--- src/rtl/multicycle_control.sv ---
// multicycle_control
//   Main control FSM for a multicycle MIPS-style datapath. One state per
//   instruction step; every datapath control is a combinational decode of
//   the current state plus the live opcode/funct/zero/mem_ready inputs, so
//   handshake-dependent strobes (irwrite, pcen) respond in the same cycle.
//
// Ports
//   clk         sole clock, rising edge
//   reset       synchronous active-high reset, forces FETCH
//   opcode      instr[31:26] from the instruction register
//   funct       instr[5:0] from the instruction register
//   zero        ALU zero flag (branch decision)
//   mem_ready   completion strobe for the current memory access
//   iord, memread, memwrite, irwrite, pcen, regwrite, regdst, memtoreg,
//   alusrca, illegal_op            1-bit datapath controls / status
//   pcsrc       PC mux select   (00 ALU, 01 ALUOut, 10 jump target)
//   alusrcb     ALU B select    (00 rt, 01 4, 10 imm, 11 imm<<2)
//   alucontrol  ALU operation   (010 add, 110 sub, 000 and, 001 or, 111 slt)
//   state       current state encoding (debug)
module multicycle_control (
  input  logic       clk,
  input  logic       reset,
  input  logic [5:0] opcode,
  input  logic [5:0] funct,
  input  logic       zero,
  input  logic       mem_ready,
  output logic       iord,
  output logic       memread,
  output logic       memwrite,
  output logic       irwrite,
  output logic       pcen,
  output logic       regwrite,
  output logic       regdst,
  output logic       memtoreg,
  output logic       alusrca,
  output logic       illegal_op,
  output logic [1:0] pcsrc,
  output logic [1:0] alusrcb,
  output logic [2:0] alucontrol,
  output logic [3:0] state
);

  typedef enum logic [3:0] {
    FETCH    = 4'd0,
    DECODE   = 4'd1,
    MEMADR   = 4'd2,
    MEMRD    = 4'd3,
    MEMWB    = 4'd4,
    MEMWR    = 4'd5,
    EXECUTE  = 4'd6,
    ALUWB    = 4'd7,
    BRANCH   = 4'd8,
    ADDIEXEC = 4'd9,
    ADDIWB   = 4'd10,
    JUMP     = 4'd11
  } state_t;

  localparam logic [5:0] OP_RTYPE = 6'b000000;
  localparam logic [5:0] OP_LW    = 6'b100011;
  localparam logic [5:0] OP_SW    = 6'b101011;
  localparam logic [5:0] OP_BEQ   = 6'b000100;
  localparam logic [5:0] OP_ADDI  = 6'b001000;
  localparam logic [5:0] OP_J     = 6'b000010;

  state_t state_r;

  // R-type funct field to ALU operation; unknown functs fall back to add.
  function automatic logic [2:0] alu_decode(input logic [5:0] f);
    case (f)
      6'b100000: alu_decode = 3'b010;
      6'b100010: alu_decode = 3'b110;
      6'b100100: alu_decode = 3'b000;
      6'b100101: alu_decode = 3'b001;
      6'b101010: alu_decode = 3'b111;
      default:   alu_decode = 3'b010;
    endcase
  endfunction

  function automatic logic op_legal(input logic [5:0] op);
    case (op)
      OP_RTYPE, OP_LW, OP_SW, OP_BEQ, OP_ADDI, OP_J: op_legal = 1'b1;
      default:                                       op_legal = 1'b0;
    endcase
  endfunction

  // State register: reset overrides any pending transition, including
  // stalls in FETCH/MEMRD/MEMWR. Unused encodings recover to FETCH.
  always_ff @(posedge clk) begin
    if (reset) begin
      state_r <= FETCH;
    end else begin
      case (state_r)
        FETCH:    if (mem_ready) state_r <= DECODE;
        DECODE: begin
          case (opcode)
            OP_LW, OP_SW: state_r <= MEMADR;
            OP_RTYPE:     state_r <= EXECUTE;
            OP_BEQ:       state_r <= BRANCH;
            OP_ADDI:      state_r <= ADDIEXEC;
            OP_J:         state_r <= JUMP;
            default:      state_r <= FETCH;
          endcase
        end
        MEMADR:   state_r <= (opcode == OP_SW) ? MEMWR : MEMRD;
        MEMRD:    if (mem_ready) state_r <= MEMWB;
        MEMWB:    state_r <= FETCH;
        MEMWR:    if (mem_ready) state_r <= FETCH;
        EXECUTE:  state_r <= ALUWB;
        ALUWB:    state_r <= FETCH;
        BRANCH:   state_r <= FETCH;
        ADDIEXEC: state_r <= ADDIWB;
        ADDIWB:   state_r <= FETCH;
        JUMP:     state_r <= FETCH;
        default:  state_r <= FETCH;
      endcase
    end
  end

  assign state = state_r;

  // Output decode: everything defaults low, each state raises only its own
  // controls. Encodings 12-15 leave every output at 0.
  always_comb begin
    iord       = 1'b0;
    memread    = 1'b0;
    memwrite   = 1'b0;
    irwrite    = 1'b0;
    pcen       = 1'b0;
    regwrite   = 1'b0;
    regdst     = 1'b0;
    memtoreg   = 1'b0;
    alusrca    = 1'b0;
    illegal_op = 1'b0;
    pcsrc      = 2'b00;
    alusrcb    = 2'b00;
    alucontrol = 3'b000;
    case (state_r)
      FETCH: begin
        memread    = 1'b1;
        alusrcb    = 2'b01;
        alucontrol = 3'b010;
        // IR load and PC+4 commit only when the fetch actually completes.
        irwrite    = mem_ready;
        pcen       = mem_ready;
      end
      DECODE: begin
        alusrcb    = 2'b11;
        alucontrol = 3'b010;
        illegal_op = ~op_legal(opcode);
      end
      MEMADR, ADDIEXEC: begin
        alusrca    = 1'b1;
        alusrcb    = 2'b10;
        alucontrol = 3'b010;
      end
      MEMRD: begin
        iord    = 1'b1;
        memread = 1'b1;
      end
      MEMWB: begin
        regwrite = 1'b1;
        memtoreg = 1'b1;
      end
      MEMWR: begin
        iord     = 1'b1;
        memwrite = 1'b1;
      end
      EXECUTE: begin
        alusrca    = 1'b1;
        alucontrol = alu_decode(funct);
      end
      ALUWB: begin
        regwrite = 1'b1;
        regdst   = 1'b1;
      end
      BRANCH: begin
        alusrca    = 1'b1;
        alucontrol = 3'b110;
        pcsrc      = 2'b01;
        pcen       = zero;
      end
      ADDIWB: begin
        regwrite = 1'b1;
      end
      JUMP: begin
        pcsrc = 2'b10;
        pcen  = 1'b1;
      end
      default: ;
    endcase
  end

endmodule

--- config.mk ---
export PLATFORM = sky130hd
export DESIGN_NAME = multicycle_control
export DESIGN_NICKNAME = d
export VERILOG_FILES = /design/src/rtl/multicycle_control.sv
export SDC_FILE = /design/constraint.sdc
export NUM_CORES = 1
export LEC_CHECK = 0
export ABC_CLOCK_PERIOD_IN_PS = 1400
export CAP_MARGIN = 20
export CORE_MARGIN = 1.5
export CORE_UTILIZATION = 37
export CTS_BUF_LIST = sky130_fd_sc_hd__clkbuf_4 sky130_fd_sc_hd__clkbuf_8
export CTS_CLUSTER_SIZE = 28
export DETAILED_ROUTE_END_ITERATION = 7
export GPL_TIMING_DRIVEN = 1
export PLACE_DENSITY = 0.88
export SLEW_MARGIN = 15
export SYNTH_ARGS = -nofsm -noshare
export SYNTH_HDL_FRONTEND = slang
export SYNTH_SLANG_ARGS = --single-unit
--- constraint.sdc ---
create_clock -name clk -period 1.4 [get_ports clk]
set_input_delay 0.35 -clock clk [delete_from_list [all_inputs] [get_ports clk]]
set_output_delay 0.35 -clock clk [all_outputs]
set_load 0.01 [all_outputs]
==> results_dict.tcl, run 1 <==
set metrics [dict create \
    outcome "did not finish" \
    stop_stage "global routing" \
    error_line "[ERROR DPL-0038] Utilization greater than 100%, impossible to legalize" \
    place_inst 167 \
    clock_path_buffers 2 \
    gp_congestion 0.831 \
    synth_edf_count 0 \
    synthCells 91 \
    die_h_um 42.7 \
    cts_max_level 1 \
    fp.dieW_um 42.7 \
    synth-seq-cells 4 \
    syn_area_um2 582 \
    pin_count 37 \
    synth_cell_types 30 \
    dp_hpwl_mm 1.82 \
    synth_top_area_share_pct 13.8 \
    synth.largest_area_cell "dfxtp_1" \
    rows 14 \
    dpl_cell_area_um2 1200 \
    io_buffers 36 \
    synthTopCellsByArea "dfxtp_1 (14%), nor3_1 (6.9%), o21ai_0 (6.9%)" \
    synthArstFlopShare_pct 0 \
    syn_avg_cell_area_um2 6.39 \
    synthTopCellsByCount "nor2_1 (10), nor3_1 (8), o21ai_0 (8)" \
    worst_endpoint_kind "output port" \
    synth.most_common_cell "nor2_1" \
    worst_endpoint "memread" \
    initial_core_util_pct 39.1 \
    cts_buffers 3 \
    synth_fp_nets 107 \
    seq_area_frac_synth_pct 13.8 \
    grt_max_degree 9 \
    yosysWarnings 0 \
    cts.sinks 4 \
    synth_ff_type "dfxtp_1" \
    cts_root_buf "clkbuf_4" \
]
logic make-up after synthesis:
family | count (synthesis) | share of synthesized area, %
simple gates | 50 | 45.2
xor+xnor | 3 | 4.52
compound gates | 25 | 28.6
buf+inv | 9 | 7.96
flops | 4 | 13.8
per-stage QoR:
step / util (%) / setup slack [ns]
2_1_floorplan: - / -0.0297
3_3_place_gp: 80.7 / -0.877
3_5_place_dp: 80.7 / -0.905
4_1_cts: 94.9 / -0.300
timing repair:
| item | 4_1_cts |
|---|---|
| endpoints found under the hold margin | 0 |
| pin swaps | 16 |
| cloned | 0 |
| setup buffers | 18 |
| setup endpoints to repair | 23 |
| gates resized for setup | 139 |
| hold buffers | 0 |
==> run 2, diff against run 1 <==
Settings changed: CORE_AREA set to 2 2 63 65, CORE_MARGIN 1.5 to unset, CORE_UTILIZATION 37 to unset, CTS_BUF_LIST sky130_fd_sc_hd__clkbuf_4 sky130_fd_sc_hd__clkbuf_8 to unset, CTS_CLUSTER_SIZE 28 to unset, DIE_AREA set to 0 0 65 67, PLACE_DENSITY 0.88 to unset, PLACE_DENSITY_LB_ADDON set to 0.15.
==> run 2 against run 1 <==
Against the previous run: the flow now finishes, with violations (setup timing); synthesized area is the same; synthesized cell count is the same.
==> results_dict.tcl, run 2 <==
set metrics [dict create \
    outcome "finished, violations left" \
    violations "setup timing" \
    avgViaCountPerCell 4.42 \
    fin_crit_sh_pct 117 \
    synth.most_common_cell "nor2_1" \
    yosysWarnings 0 \
    dr.pass1.iters 4 \
    io_buffers 36 \
    fin_util_pct 42.7 \
    p_leak_uw 0.000727 \
    critPathLaunchType "register" \
    fin_skew_ns 0.00131 \
    area_growth_pct 165 \
    tightest_slew_ns 0.227 \
    synth_fp_nets 107 \
    die_area_um2 4360 \
    stdcell_count 221 \
    syn_area_um2 582 \
    maxSlewViolCount 0 \
    critPathArrivalTime_ns 1.29 \
    cp_max_fo 4 \
    syn_avg_cell_area_um2 6.39 \
    grt_pass1_wl_mm 4.21 \
    cts_buffers 3 \
    grt-ovfl-total 0 \
    dp_hpwl_mm 1.84 \
    gp_congestion 0.796 \
    die_h_um 67 \
    fmax_mhz 608 \
    maxSlewHeadroom_pct 84.8 \
    critPathRequiredTime_ns 1.05 \
    core_um2 3610 \
    cts_root_buf "clkbuf_8" \
    clkTransAtPathRegs_ns 0.03 \
    synth_top_area_share_pct 13.8 \
    via_count 977 \
    synth_cell_types 30 \
    clk_latency_ns 0.22 \
    min_period_ns 1.64 \
    synthArstFlopShare_pct 0 \
    drt_iter0_drc 11 \
    hold_buffers 0 \
    hold_viol 0 \
    synth.largest_area_cell "dfxtp_1" \
    setup_viol 16 \
    synthTopCellsByArea "dfxtp_1 (14%), nor3_1 (6.9%), o21ai_0 (6.9%)" \
    antenna_cells_inserted 0 \
    synth_edf_count 0 \
    total_power_uw 661 \
    setup_ws_ns -0.244 \
    drc 0 \
    crit_type "register to output port" \
    grt_max_degree 11 \
    layout-drive-gt1-share_pct 64.2 \
    rsz0062_at_grt "true" \
    cts.sinks 4 \
    cts_tree "yes" \
    cts_max_level 1 \
    synth_ff_type "dfxtp_1" \
    rows 22 \
    final_cell_mix "buf_4 (35), buf_6 (17), buf_2 (17), dlygate4sd2_1 (9), nor2_1 (7)" \
    drt.antenna.violating_nets 0 \
    routed_wl_mm 2.74 \
    hold_class "input pin to register" \
    pin_count 37 \
    power_density_nw_per_um2 429 \
    place_inst 201 \
    largest_reg_flops 4 \
    clock_path_buffers 2 \
    antenna_found_initial 0 \
    seq_area_um2 95.1 \
    cp-end-kind "output port" \
    synthCells 91 \
    synthTopCellsByCount "nor2_1 (10), nor3_1 (8), o21ai_0 (8)" \
    initial_core_util_pct 16.1 \
    wl_per_cell_um 12.4 \
    grt_pass1_vias 976 \
    final_common_cell "buf_4" \
    synth-seq-cells 4 \
    multi_input_area_um2 624 \
    ir_drop_v 0.000746 \
    nets 191 \
    fill_cells 361 \
    fp.dieW_um 65 \
    maxCapViolCount 0 \
    grtUsageTotal_pct 12.2 \
    seq_area_frac_synth_pct 13.8 \
]
==> run 2: area by class of cell <==
type / instances / share of cell area, %
Clock buffer: 3 / 2.68
Inverter: 2 / 0.487
Multi-Input combinational cell: 78 / 40.5
Sequential cell: 4 / 6.17
Tap cell: 48 / 3.90
Timing Repair Buffer: 86 / 46.3
==> run 2: final timing paths <==
path	slack, ns	end	startpoint	depth (start not counted)
max	-0.24	alucontrol[2]	state[0]	5
min	0.55	state[2]	opcode[4]	5
max reg2reg	0.02	state[2]	state[0]	6
min reg2reg	0.68	state[2]	state[0]	4
==> run 2: worst max-delay path: stages (launching register included) <==
cell      delay, ns
dfxtp_4        0.35
buf_6          0.12
buf_12         0.12
nand3b_1       0.19
o21bai_1       0.15
buf_2          0.14
==> run 2: logic make-up (layout without fill, tap and decap cells) <==
kind of cell / count (synthesis) / after routing / share of synthesized area, %
and+or+nand+nor: 50 / 50 / 45.2
AOI/OAI and AO/OA: 25 / 25 / 28.6
DFF: 4 / 4 / 13.8
buffers and inverters: 9 / 91 / 7.96
xor gates and xnor gates: 3 / 3 / 4.52
==> run 2: metrics by stage <==
stage	worst slack [ns]	hold WS [ns]	instance area (um2)	TNS, ns
detailed placement	-0.894	0.731	1270	-11.13
CTS	-0.247	0.689	1490	-2.75
global route	-0.287	0.580	1540	-3.42
finish	-0.244	0.553	1540	-2.50
floorplan	-0.0297	0.423	639	-0.105
global placement	-0.875	0.743	1270	-11.17
==> run 2: routing by layer <==
layer  GRT usage (%)  wire [um]  share of wire, %  vias up
li1                -          -                 -      496
met1            16.2       1300                47      455
met2            20.9       1290                47       26
met3            2.87        145               5.3        0
met4           0.798          0                 0        0
met5               0          0                 0        -
==> run 2: power by group <==
group          switching, uW  internal (uW)
Clock                   59.4            183
Sequential              7.03            114
Combinational            133            165
Total                    199            462
==> run 2: repair_timing <==
item / 4_1_cts / 5_1_grt
endpoints found under the setup margin: 24 / 21
pin swaps: 18 / 14
resized for setup: 144 / 33
buffers inserted: 20 / 3
(Power assumes the default switching activity.)
==> run 3, diff against run 2 <==
Settings changed: PLACE_DENSITY_LB_ADDON 0.15 to 0.2.
==> run 3 against run 2 <==
Against the previous run: the run still ends with setup timing left; final cell count decreased by 0.90%; power up 0.93%; core utilization fell by 1.0 points; register-to-register slack barely moved; largest power group unchanged.
==> results_dict.tcl, run 3 (synthesis gave the netlist of run 2 again) <==
set metrics [dict create \
    r2r_start "state[0]" \
    fin_skew_ns 0.00101 \
    grtUsageTotal_pct 12.5 \
    min_period_ns 1.66 \
    clkTransAtPathRegs_ns 0.03 \
    outcome "finished, violations left" \
    grt_pass1_vias 982 \
    crit_type "register to output port" \
    violations "setup timing" \
    dr.pass1.iters 4 \
    pin_count 37 \
    tightest_slew_ns 0.219 \
    largest_reg_flops 4 \
    critPathLaunchType "register" \
    reg2reg_depth 6 \
    io_buffers 36 \
    grt-ovfl-total 0 \
    holdPathStages 5 \
    gp_congestion 0.751 \
    grt_max_degree 9 \
    grt_pass1_wl_mm 4.22 \
    drt_iter0_drc 22 \
    ir_drop_v 0.000241 \
    fp.dieW_um 65 \
    die_h_um 67 \
    fmax_mhz 601 \
    drc 0 \
    rsz0062_at_grt "true" \
    area_growth_pct 159 \
    fin_crit_sh_pct 119 \
    final_cell_mix "buf_4 (30), buf_6 (21), buf_2 (16), dlygate4sd2_1 (11)" \
    cts_max_level 1 \
    critPathArrivalTime_ns 1.31 \
    via_count 971 \
    cts_root_buf "clkbuf_8" \
    setup_ws_ns -0.263 \
    core_um2 3610 \
    antenna_found_initial 0 \
    initial_core_util_pct 16.1 \
    cp-end-kind "output port" \
    total_power_uw 667 \
    cp-startpoint "state[0]" \
    cts_tree "yes" \
    drt.antenna.violating_nets 0 \
    dp_hpwl_mm 1.90 \
    nets 189 \
    hold_viol 0 \
    clk_latency_ns 0.22 \
    final_common_cell "buf_4" \
    hold_start "opcode[2]" \
    tns_ns -2.47 \
    antenna_cells_inserted 0 \
    clock_path_buffers 2 \
    power_density_nw_per_um2 443 \
    fill_cells 393 \
    cts_buffers 3 \
    holdPathEnd "state[2]" \
    ff2ff_setup_slack_ns 0.02 \
    p_leak_uw 0.000704 \
    wl_per_cell_um 12.2 \
    die_area_um2 4360 \
    maxCapViolCount 0 \
    hold_buffers 0 \
    hold_class "input pin to register" \
    rows 22 \
    maxSlewHeadroom_pct 85.3 \
    maxSlewViolCount 0 \
    layout-drive-gt1-share_pct 62.6 \
    r2r_end "state[2]" \
    avgViaCountPerCell 4.43 \
    setup_viol 17 \
    cp_max_fo 4 \
    cts.sinks 4 \
    critPathRequiredTime_ns 1.05 \
    routed_wl_mm 2.66 \
]
[run 3: final cells by class]
type                    count  area, um2  share of cell area (%)
multi-input cells          78        626                    41.6
repair buffers             84        678                    45.1
flip-flops and latches      4       92.6                    6.15
well taps                  48       60.1                    3.99
inverters                   2       7.51                   0.499
clock buffers               3       41.3                    2.74
[run 3: worst max-delay path by stage]
stage / to / cells after the start / slack (ns)
2_1_floorplan: illegal_op / 4 / -0.03
5_1_grt: alucontrol[2] / 6 / -0.32
6_report: pcen / 6 / -0.26
3_3_place_gp: illegal_op / 5 / -0.89
3_5_place_dp: illegal_op / 5 / -0.93
4_1_cts: pcen / 6 / -0.28
[run 3: timing repair]
action / CTS / global route
gates resized for setup: 132 / 28
pin swaps: 16 / 12
setup buffers: 8 / 4
endpoints found under the setup margin: 23 / 20
[run 3: where the power goes]
group	leakage [uW]	switching, uW	internal, uW
sequential	0.0000352	6.05	115
clock	0.0000216	63.8	184
combinational	0.000647	135	163
total	0.000704	205	462
[run 3: metal layers]
| metal | track usage, % | routed length [um] | part of all wire (%) |
|---|---|---|---|
| met4 | 3.19 | 19 | 0.71 |
| met3 | 3.04 | 183 | 6.9 |
| met5 | 0 | 0 | 0 |
| met1 | 13.1 | 1060 | 40 |
| met2 | 24.7 | 1400 | 53 |
[run 3: per-stage QoR]
stage | instances | worst slack [ns] | instance area [um2] | hold WS [ns] | utilization [%]
after floorplan | 91 | -0.0297 | 639 | 0.423 | -
after global placement | 206 | -0.888 | 1290 | 0.706 | 35.9
after detailed placement | 206 | -0.930 | 1290 | 0.698 | 35.9
after CTS | 216 | -0.276 | 1430 | 0.663 | 39.6
after global routing | 219 | -0.318 | 1510 | 0.680 | 41.7
final | 219 | -0.263 | 1510 | 0.621 | 41.7
[run 3: critical path, stage by stage (launching register included)]
cell      delay, ns
dfxtp_4        0.35
buf_4          0.14
nand2b_4       0.09
buf_6          0.10
nor2_4         0.03
a211o_1        0.25
buf_2          0.14
